## src/rtl/button_pulser_pkg.sv

```systemverilog
// Shared types and default timing constants for the button conditioner.
// Defaults assume a 100 MHz system clock.
package button_pulser_pkg;

    typedef enum logic [1:0] {
        S_UP,
        S_DELAY,
        S_REPEAT
    } hold_state_e;

    // 10 ms debounce, 0.5 s initial repeat delay, 0.1 s repeat period.
    localparam int DEF_DEBOUNCE_CYCLES = 1_000_000;
    localparam int DEF_REPEAT_DELAY    = 50_000_000;
    localparam int DEF_REPEAT_PERIOD   = 10_000_000;

    function automatic int max_int(input int a, input int b);
        return (a > b) ? a : b;
    endfunction

endpackage

```

## src/rtl/button_pulser_ch.sv

```systemverilog
// One button channel: two-flop synchroniser, counter debouncer, edge pulses
// and a hold-to-repeat FSM. Every output is a register.
module button_pulser_ch
    import button_pulser_pkg::*;
#(
    parameter int DEBOUNCE_CYCLES = DEF_DEBOUNCE_CYCLES,
    parameter int REPEAT_DELAY    = DEF_REPEAT_DELAY,
    parameter int REPEAT_PERIOD   = DEF_REPEAT_PERIOD
) (
    input  logic clk,
    input  logic rst,
    input  logic in,
    input  logic repeat_en,
    output logic level,
    output logic press,
    output logic release_pulse,  // "release" is a reserved word
    output logic rpt,
    output logic pulse
);

    localparam int CNT_W  = $clog2(DEBOUNCE_CYCLES + 1);
    localparam int HOLD_W = $clog2(max_int(REPEAT_DELAY, REPEAT_PERIOD) + 1);

    localparam logic [CNT_W-1:0]  CNT_LAST     = CNT_W'(DEBOUNCE_CYCLES - 1);
    localparam logic [HOLD_W-1:0] HOLD_DELAY   = HOLD_W'(REPEAT_DELAY);
    localparam logic [HOLD_W-1:0] HOLD_PERIOD  = HOLD_W'(REPEAT_PERIOD);
    localparam logic [HOLD_W-1:0] HOLD_ONE     = HOLD_W'(1);

    logic              s1, s2;
    logic [CNT_W-1:0]  cnt_q, cnt_d;
    logic [HOLD_W-1:0] hold_q, hold_d;
    hold_state_e       state_q, state_d;

    logic level_d, press_d, release_d, rpt_d, pulse_d;
    logic rise, fall, rpt_fire;

    // NOTE: state registers use non-blocking assignments so every flop samples
    // the pre-edge value of the others; blocking here would skew the pipeline.
    always_ff @(posedge clk) begin
        if (rst) begin
            s1            <= 1'b0;
            s2            <= 1'b0;
            cnt_q         <= '0;
            hold_q        <= '0;
            state_q       <= S_UP;
            level         <= 1'b0;
            press         <= 1'b0;
            release_pulse <= 1'b0;
            rpt           <= 1'b0;
            pulse         <= 1'b0;
        end else begin
            s1            <= in;
            s2            <= s1;
            cnt_q         <= cnt_d;
            hold_q        <= hold_d;
            state_q       <= state_d;
            level         <= level_d;
            press         <= press_d;
            release_pulse <= release_d;
            rpt           <= rpt_d;
            pulse         <= pulse_d;
        end
    end

    // Debouncer: any sample matching the current level restarts the count.
    always_comb begin
        // NOTE: every variable gets a default first so no path leaves it
        // unassigned, which would otherwise infer a latch.
        cnt_d   = cnt_q;
        level_d = level;
        rise    = 1'b0;
        fall    = 1'b0;
        if (s2 == level) begin
            cnt_d = '0;
        end else if (cnt_q == CNT_LAST) begin
            level_d = s2;
            cnt_d   = '0;
            rise    = s2;
            fall    = ~s2;
        end else begin
            cnt_d = cnt_q + 1'b1;
        end
    end

    // Hold FSM: counting runs regardless of repeat_en so re-enabling keeps
    // the existing cadence. An accepted fall always wins over a due repeat.
    always_comb begin
        state_d  = state_q;
        hold_d   = hold_q;
        rpt_fire = 1'b0;
        unique case (state_q)
            S_UP: begin
                if (rise) begin
                    state_d = S_DELAY;
                    hold_d  = HOLD_ONE;
                end
            end
            S_DELAY: begin
                if (fall) begin
                    state_d = S_UP;
                    hold_d  = '0;
                end else if (hold_q == HOLD_DELAY) begin
                    rpt_fire = 1'b1;
                    state_d  = S_REPEAT;
                    hold_d   = HOLD_ONE;
                end else begin
                    hold_d = hold_q + 1'b1;
                end
            end
            S_REPEAT: begin
                if (fall) begin
                    state_d = S_UP;
                    hold_d  = '0;
                end else if (hold_q == HOLD_PERIOD) begin
                    rpt_fire = 1'b1;
                    hold_d   = HOLD_ONE;
                end else begin
                    hold_d = hold_q + 1'b1;
                end
            end
            default: begin
                state_d = S_UP;
                hold_d  = '0;
            end
        endcase
    end

    always_comb begin
        press_d   = rise;
        release_d = fall;
        rpt_d     = rpt_fire & repeat_en;
        pulse_d   = press_d | rpt_d;
    end

endmodule

```

## src/rtl/button_pulser.sv

```systemverilog
// N-channel button conditioner: independent synchronise/debounce/repeat
// channels between the board push-buttons and the game logic.
module button_pulser
    import button_pulser_pkg::*;
#(
    parameter int N_CH            = 5,
    parameter int DEBOUNCE_CYCLES = DEF_DEBOUNCE_CYCLES,
    parameter int REPEAT_DELAY    = DEF_REPEAT_DELAY,
    parameter int REPEAT_PERIOD   = DEF_REPEAT_PERIOD
) (
    input  logic            clk,
    input  logic            rst,
    input  logic [N_CH-1:0] in,
    input  logic [N_CH-1:0] repeat_en,
    output logic [N_CH-1:0] level,
    output logic [N_CH-1:0] press,
    output logic [N_CH-1:0] release_pulse,
    output logic [N_CH-1:0] rpt,
    output logic [N_CH-1:0] pulse
);

    for (genvar i = 0; i < N_CH; i++) begin : g_ch
        button_pulser_ch #(
            .DEBOUNCE_CYCLES (DEBOUNCE_CYCLES),
            .REPEAT_DELAY    (REPEAT_DELAY),
            .REPEAT_PERIOD   (REPEAT_PERIOD)
        ) u_ch (
            .clk           (clk),
            .rst           (rst),
            .in            (in[i]),
            .repeat_en     (repeat_en[i]),
            .level         (level[i]),
            .press         (press[i]),
            .release_pulse (release_pulse[i]),
            .rpt           (rpt[i]),
            .pulse         (pulse[i])
        );
    end

endmodule

```

## config.mk

```make
export PLATFORM = sky130hd
export DESIGN_NAME = button_pulser
export DESIGN_NICKNAME = d
export VERILOG_FILES = /design/src/rtl/button_pulser_pkg.sv /design/src/rtl/button_pulser_ch.sv /design/src/rtl/button_pulser.sv
export SDC_FILE = /design/constraint.sdc
export NUM_CORES = 1
export LEC_CHECK = 0
export CORE_MARGIN = 3
export CORE_UTILIZATION = 32
export DETAILED_ROUTE_END_ITERATION = 16
export PLACE_DENSITY = 0.48
export SYNTH_ARGS = -nofsm -noshare
export SYNTH_HDL_FRONTEND = slang
export SYNTH_SLANG_ARGS = --single-unit
```

## constraint.sdc

```tcl
create_clock -name clk -period 6.5 [get_ports clk]
set_input_delay 1.3 -clock clk [delete_from_list [all_inputs] [get_ports clk]]
set_output_delay 1.3 -clock clk [all_outputs]
set_load 0.1 [all_outputs]
```

==> results.toml, run 1 <==
[finish]
fin_util = 0.370
fin_nets = 1803
diodes = 0
drive_gt1_frac = 0.0612
area_growth_pct = 13.8
final_cells = 2366

[yosys]
synth.avg_cell_area_um2 = 7.95
synthMostInstantiatedCell = "dfxtp_1"
synth_common_cells = "dfxtp_1, nor2_1, nand2_1"
synthArstFlopShare = 0
ys_top_cells_by_area = "dfxtp_1, nor2_1, nand3_1, nand2_1, xnor2_1"
ys_seq_elements = 275
ys_warn_count = 0
seq_area_frac_synth = 0.391
syn_nets = 1817
synth_top_area_cell = "dfxtp_1"
synth_top_area_frac = 0.391
synth-edff-count = 0
synth_cell_type_count = 69
synthCells = 1770
ys_dominant_reg_cell = "dfxtp_1"
syn_area_um2 = 14100

[global_route]
met1_usage = 0.196
use_met2 = 0.224
grt_max_degree = 77
grt_pass1_wl_mm = 56.7
antenna_found_initial = 0
track_usage = 0.142
met3_usage = 0.0284
grt_most_used_layer = "met2"
grt-ovfl-total = 0
grt_pass1_vias = 11500

[timing]
skew_ps = 24.2
max_freq_mhz = 266
tns_ps = 0
relSlewSlack = 0.219
report.final.slew_viol_count = 0
max_slew.worst_pin.slew_ps = 1160
hold_violations = 0
fin_crit_ps = 3760
finalSetupViolCount = 0
rsz0062_at_grt = "no"
finalWorstSetupSlack_ps = 2740
finalCritPeriodShare = 0.579

[worst_setup_path]
r2r_slack_ps = 3310
critPathCaptureType = "flip-flop"
timing.rr.end = "g_ch[1].u_ch.hold_q[22]"
r2r-start = "g_ch[1].u_ch.cnt_q[16]"
critPathMaxFanout = 76
cp-start-kind = "primary input"
worstPathArrival_ps = 4130
crit_required_ps = 6870
reg2reg_depth = 7
crit_type = "in -> reg"

[hold_path]
hold_path.startpoint = "g_ch[3].u_ch.s1"
min_to = "g_ch[3].u_ch.s2"
min_delay_path_depth = 1
worstHoldPathType = "reg -> reg"

[route]
totalWireLength_mm = 33.3
num_vias = 12200
routedWlPerCell_um = 14.1
drt_iter0_markers = 656
drc = 0
viasPerCell = 5.16
ant_nets = 0
firstDrtPassIters = 6

[die]
die_h_um = 216
core-area_um2 = 43300
start_util = 0.325
dieWidth_um = 216
rows = 76
die_area_um2 = 46500
ios = 37

[clocking]
clk_pin_slew_ps = 60
clk_latency_ps = 540
post_cts_buffers = 0
htree_levels = 2
postCtsHoldBufs = 0
cts_tree = "done"
cts_buffers = 34
clockRootBuffer = "clkbuf_16"
cts.repair.resized = 0
clockBufferDepth = 3
clock-sinks = 275

[pwr]
ir_drop_uv = 124
powerDensity_nw_per_um2 = 243
total_power_mw = 3.89
p_leak_nw = 4.97

[placement]
numPortBuffers = 36
dp.cells = 2305
pre_cts_ws_ps = 2060
gp_congestion = 0.770
dp_hpwl_mm = 21.6

[run_status]
status = "completed"

[run]
cap_viol_max_count = 0
-- cell type report --
cell class                      instances  area (µm²)
Fill cell                            4385       27200
Inverter                               43         161
Tap cell                              585         732
Clock buffer                           46         967
Clock inverter                         15         206
Sequential cell                       275        5510
Multi-Input combinational cell       1350        7970
Timing Repair Buffer                   52         478
-- metal layers --
metal	routed length, µm	vias up
met5	0	-
met4	666	0
met3	1220	48
met2	14800	161
met1	16600	5730
li1	-	6259
-- worst max-delay path by stage --
stage	start	endpoint	slack, ps	cells past startpoint
6_report	rst	g_ch[0].u_ch.hold_q[12]	2740	4
5_1_grt	rst	g_ch[0].u_ch.hold_q[21]	2530	4
4_1_cts	rst	g_ch[0].u_ch.hold_q[12]	2650	4
3_5_place_dp	rst	g_ch[0].u_ch.hold_q[12]	2060	4
3_3_place_gp	rst	g_ch[0].u_ch.hold_q[23]	2150	4
2_1_floorplan	rst	g_ch[0].u_ch.cnt_q[11]	3910	6
-- placed cells by master (no fill, tap or decap), types with 40 or more instances in the layout --
cell type    n
inv_1       42
nor3_1      60
a31oi_1     68
a21oi_1     49
xnor2_1     64
and3_1      40
nand3_1    164
nor2_1     225
nand4_1     65
dfxtp_1    275
xor2_1      53
nand2_1    217
-- logic make-up after synthesis --
logic type | Yosys count | synth area share
AOI/OAI and AO/OA | 224 | 0.102
xor gates and xnor gates | 117 | 0.0728
adders and majority gates | 35 | 0.0311
buffers and inverters | 145 | 0.0460
DFF | 275 | 0.391
muxes | 9 | 0.00640
and+or+nand+nor | 965 | 0.350
-- through the flow --
step                      instance area (µm²)  hold slack, ps
final                                   16000             434
after global routing                    16000             448
after CTS                               16000             435
after detailed placement                14800             420
after global placement                  14800             424
after floorplan                         14100             413
-- critical path, stage by stage --
cell	delay, ps
buf_4	680
clkinv_1	1000
o21ai_1	1000
nor2_1	130
-- state kept, by name (all words and copies together) (netlist names) --
name                     count
g_ch.u_ch.rpt                5
g_ch.u_ch.s2                 5
g_ch.u_ch.pulse              5
g_ch.u_ch.level              5
g_ch.u_ch.cnt_q            100
g_ch.u_ch.state_q           10
g_ch.u_ch.hold_q           130
g_ch.u_ch.release_pulse      5
g_ch.u_ch.s1                 5
g_ch.u_ch.press              5
-- power by group --
group	switching (mW)	total, mW	internal [mW]	leakage (nW)
registers	0.0102	1.71	1.70	2.22
logic	0.144	0.203	0.0589	2.18
clock network	0.774	1.98	1.21	0.573
Power figures use the tool's default switching activity.
==> run 2: changes to the inputs <==
==> constraint.sdc (replaced) <==
create_clock -name clk -period 3.65 [get_ports clk]
set_input_delay 0.73 -clock clk [delete_from_list [all_inputs] [get_ports clk]]
set_output_delay 0.73 -clock clk [all_outputs]
set_load 0.1 [all_outputs]
==> run 2 against run 1 <==
Against the previous run:
- worst setup slack worse by 2100 ps
- worst hold slack improved by 7.0 ps
- critical path type is now reg -> reg
- final area increased by 0.13%
- global-route usage increased by 0.37 points
- clock skew is 1.2 ps higher
- register-to-register slack got worse by 2700 ps
- critical endpoint is now g_ch[3].u_ch.hold_q[13]
- sequential power grew 78%
- total power rose by 75%
==> results.toml, run 2 (same netlist as run 1, synthesis figures left out) <==
[pwr]
p_leak_nw = 5.00
powerDensity_nw_per_um2 = 425
ir_drop_uv = 234

[route]
dr.max_layer_used = "met4"
route.met2.wl_mm = 14.6
dr_wl_met3_mm = 1.12
wl_met1_mm = 16.7
firstDrtPassIters = 5
num_vias = 12100
drc = 0
drt_iter0_markers = 703
totalWireLength_mm = 33.2
viasPerCell = 5.10
ant_nets = 0
routedWlPerCell_um = 14.0

[die]
die_area_um2 = 46500
start_util = 0.325
die_h_um = 216
core-area_um2 = 43300
rows = 76
dieWidth_um = 216
ios = 37

[global_route]
grt-ovfl-total = 0
antenna_found_initial = 0
grt_pass1_wl_mm = 58.2
grt_pass1_vias = 11700
track_usage = 0.145
grt_max_degree = 66

[clocking]
cts_tree = "done"
cts.repair.resized = 0
htree_levels = 2
clockBufferDepth = 3
postCtsHoldBufs = 0
clk_latency_ps = 550
clock-sinks = 275
cts_buffers = 35
post_cts_buffers = 0
clockRootBuffer = "clkbuf_16"
clk_pin_slew_ps = 60

[finish]
area_growth_pct = 14.0
fin_util = 0.371
diodes = 0
final_common_cell = "dfxtp_1"
mostFrequentLayoutCells = "dfxtp_1, nor2_1, nand2_1"
largest-register = "g_ch.u_ch.hold_q"
fin_nets = 1812
reg_top3 = "g_ch.u_ch.hold_q x130, g_ch.u_ch.cnt_q x100, g_ch.u_ch.state_q x10"
largest_reg_flops = 130
stdcell_area_um2 = 16000
drive_gt1_frac = 0.0632

[timing]
max_slew.worst_pin.slew_ps = 1060
max_freq_mhz = 334
relSlewSlack = 0.289
tns_ps = 0
finalSetupViolCount = 0
fin_crit_ps = 3000
finalWorstSetupSlack_ps = 653
finalCritPeriodShare = 0.821
hold_violations = 0
skew_ps = 25.4
holdWs_ps = 441
report.final.slew_viol_count = 0
rsz0062_at_grt = "no"

[placement]
dp_hpwl_mm = 22.1
pre_cts_ws_ps = 656
place_area_um2 = 14900
gp_congestion = 0.763
numPortBuffers = 36

[worst_setup_path]
worstPathArrival_ps = 3390
crit_type = "reg -> reg"
crit_required_ps = 4040
critPathCaptureType = "flip-flop"
cp-start-kind = "flip-flop"
critPathMaxFanout = 20
r2r_slack_ps = 650

[run_status]
status = "completed"

[run]
cap_viol_max_count = 0

[hold_path]
worstHoldPathType = "reg -> reg"
-- run 2: changes by cell type in the layout (fill, tap and decap cells not counted), sizes merged --
cell	previous run	this run
bufinv	4	3
clkinv	10	9
clkinvlp	2	0
clkbuf	46	50
clkdlybuf4s50	35	34
buf	17	26
-- run 2: final timing paths --
kind | startpoint | endpoint | depth (start not counted)
setup reg to reg | g_ch[3].u_ch.hold_q[0] | g_ch[3].u_ch.hold_q[13] | 9
hold / removal | g_ch[2].u_ch.s1 | g_ch[2].u_ch.s2 | 1
setup / recovery | g_ch[3].u_ch.hold_q[0] | g_ch[3].u_ch.hold_q[13] | 9
hold reg to reg | g_ch[2].u_ch.s1 | g_ch[2].u_ch.s2 | 1
-- run 2: per-layer routing --
metal / up-vias / GRT usage
li1: 6276 / -
met1: 5662 / 0.201
met2: 130 / 0.230
met3: 49 / 0.0235
met4: 0 / 0.0494
met5: - / 0
-- run 2: final cells by class --
| class | instances | area, µm² |
|---|---|---|
| inverters | 43 | 161 |
| fillers | 4485 | 27200 |
| flip-flops and latches | 275 | 5510 |
| multi-input cells | 1350 | 7970 |
| clock buffers | 50 | 972 |
| well taps | 585 | 732 |
| repair buffers | 60 | 548 |
| clock inverters | 11 | 153 |
-- run 2: stage by stage --
stage | instances | power (mW)
CTS | 2374 | 6.96
floorplan | 1770 | 3.35
finish | 2374 | 6.82
global placement | 2313 | 3.48
global route | 2374 | 7.12
detailed placement | 2313 | 3.48
-- run 2: critical path, cell delays in order, from the launching register on --
cell and delay, ps:
dfxtp_1 340, inv_1 80, ha_1 150, or4b_1 460
or4_4 590, o41ai_1 480, a211oi_4 280, buf_4 280
o211ai_1 100, a31oi_1 100
-- run 2: power by group --
group / internal [mW] / total, mW / switching [mW]
sequential: 3.02 / 3.04 / 0.0176
clock: 2.07 / 3.41 / 1.34
combinational: 0.114 / 0.372 / 0.258
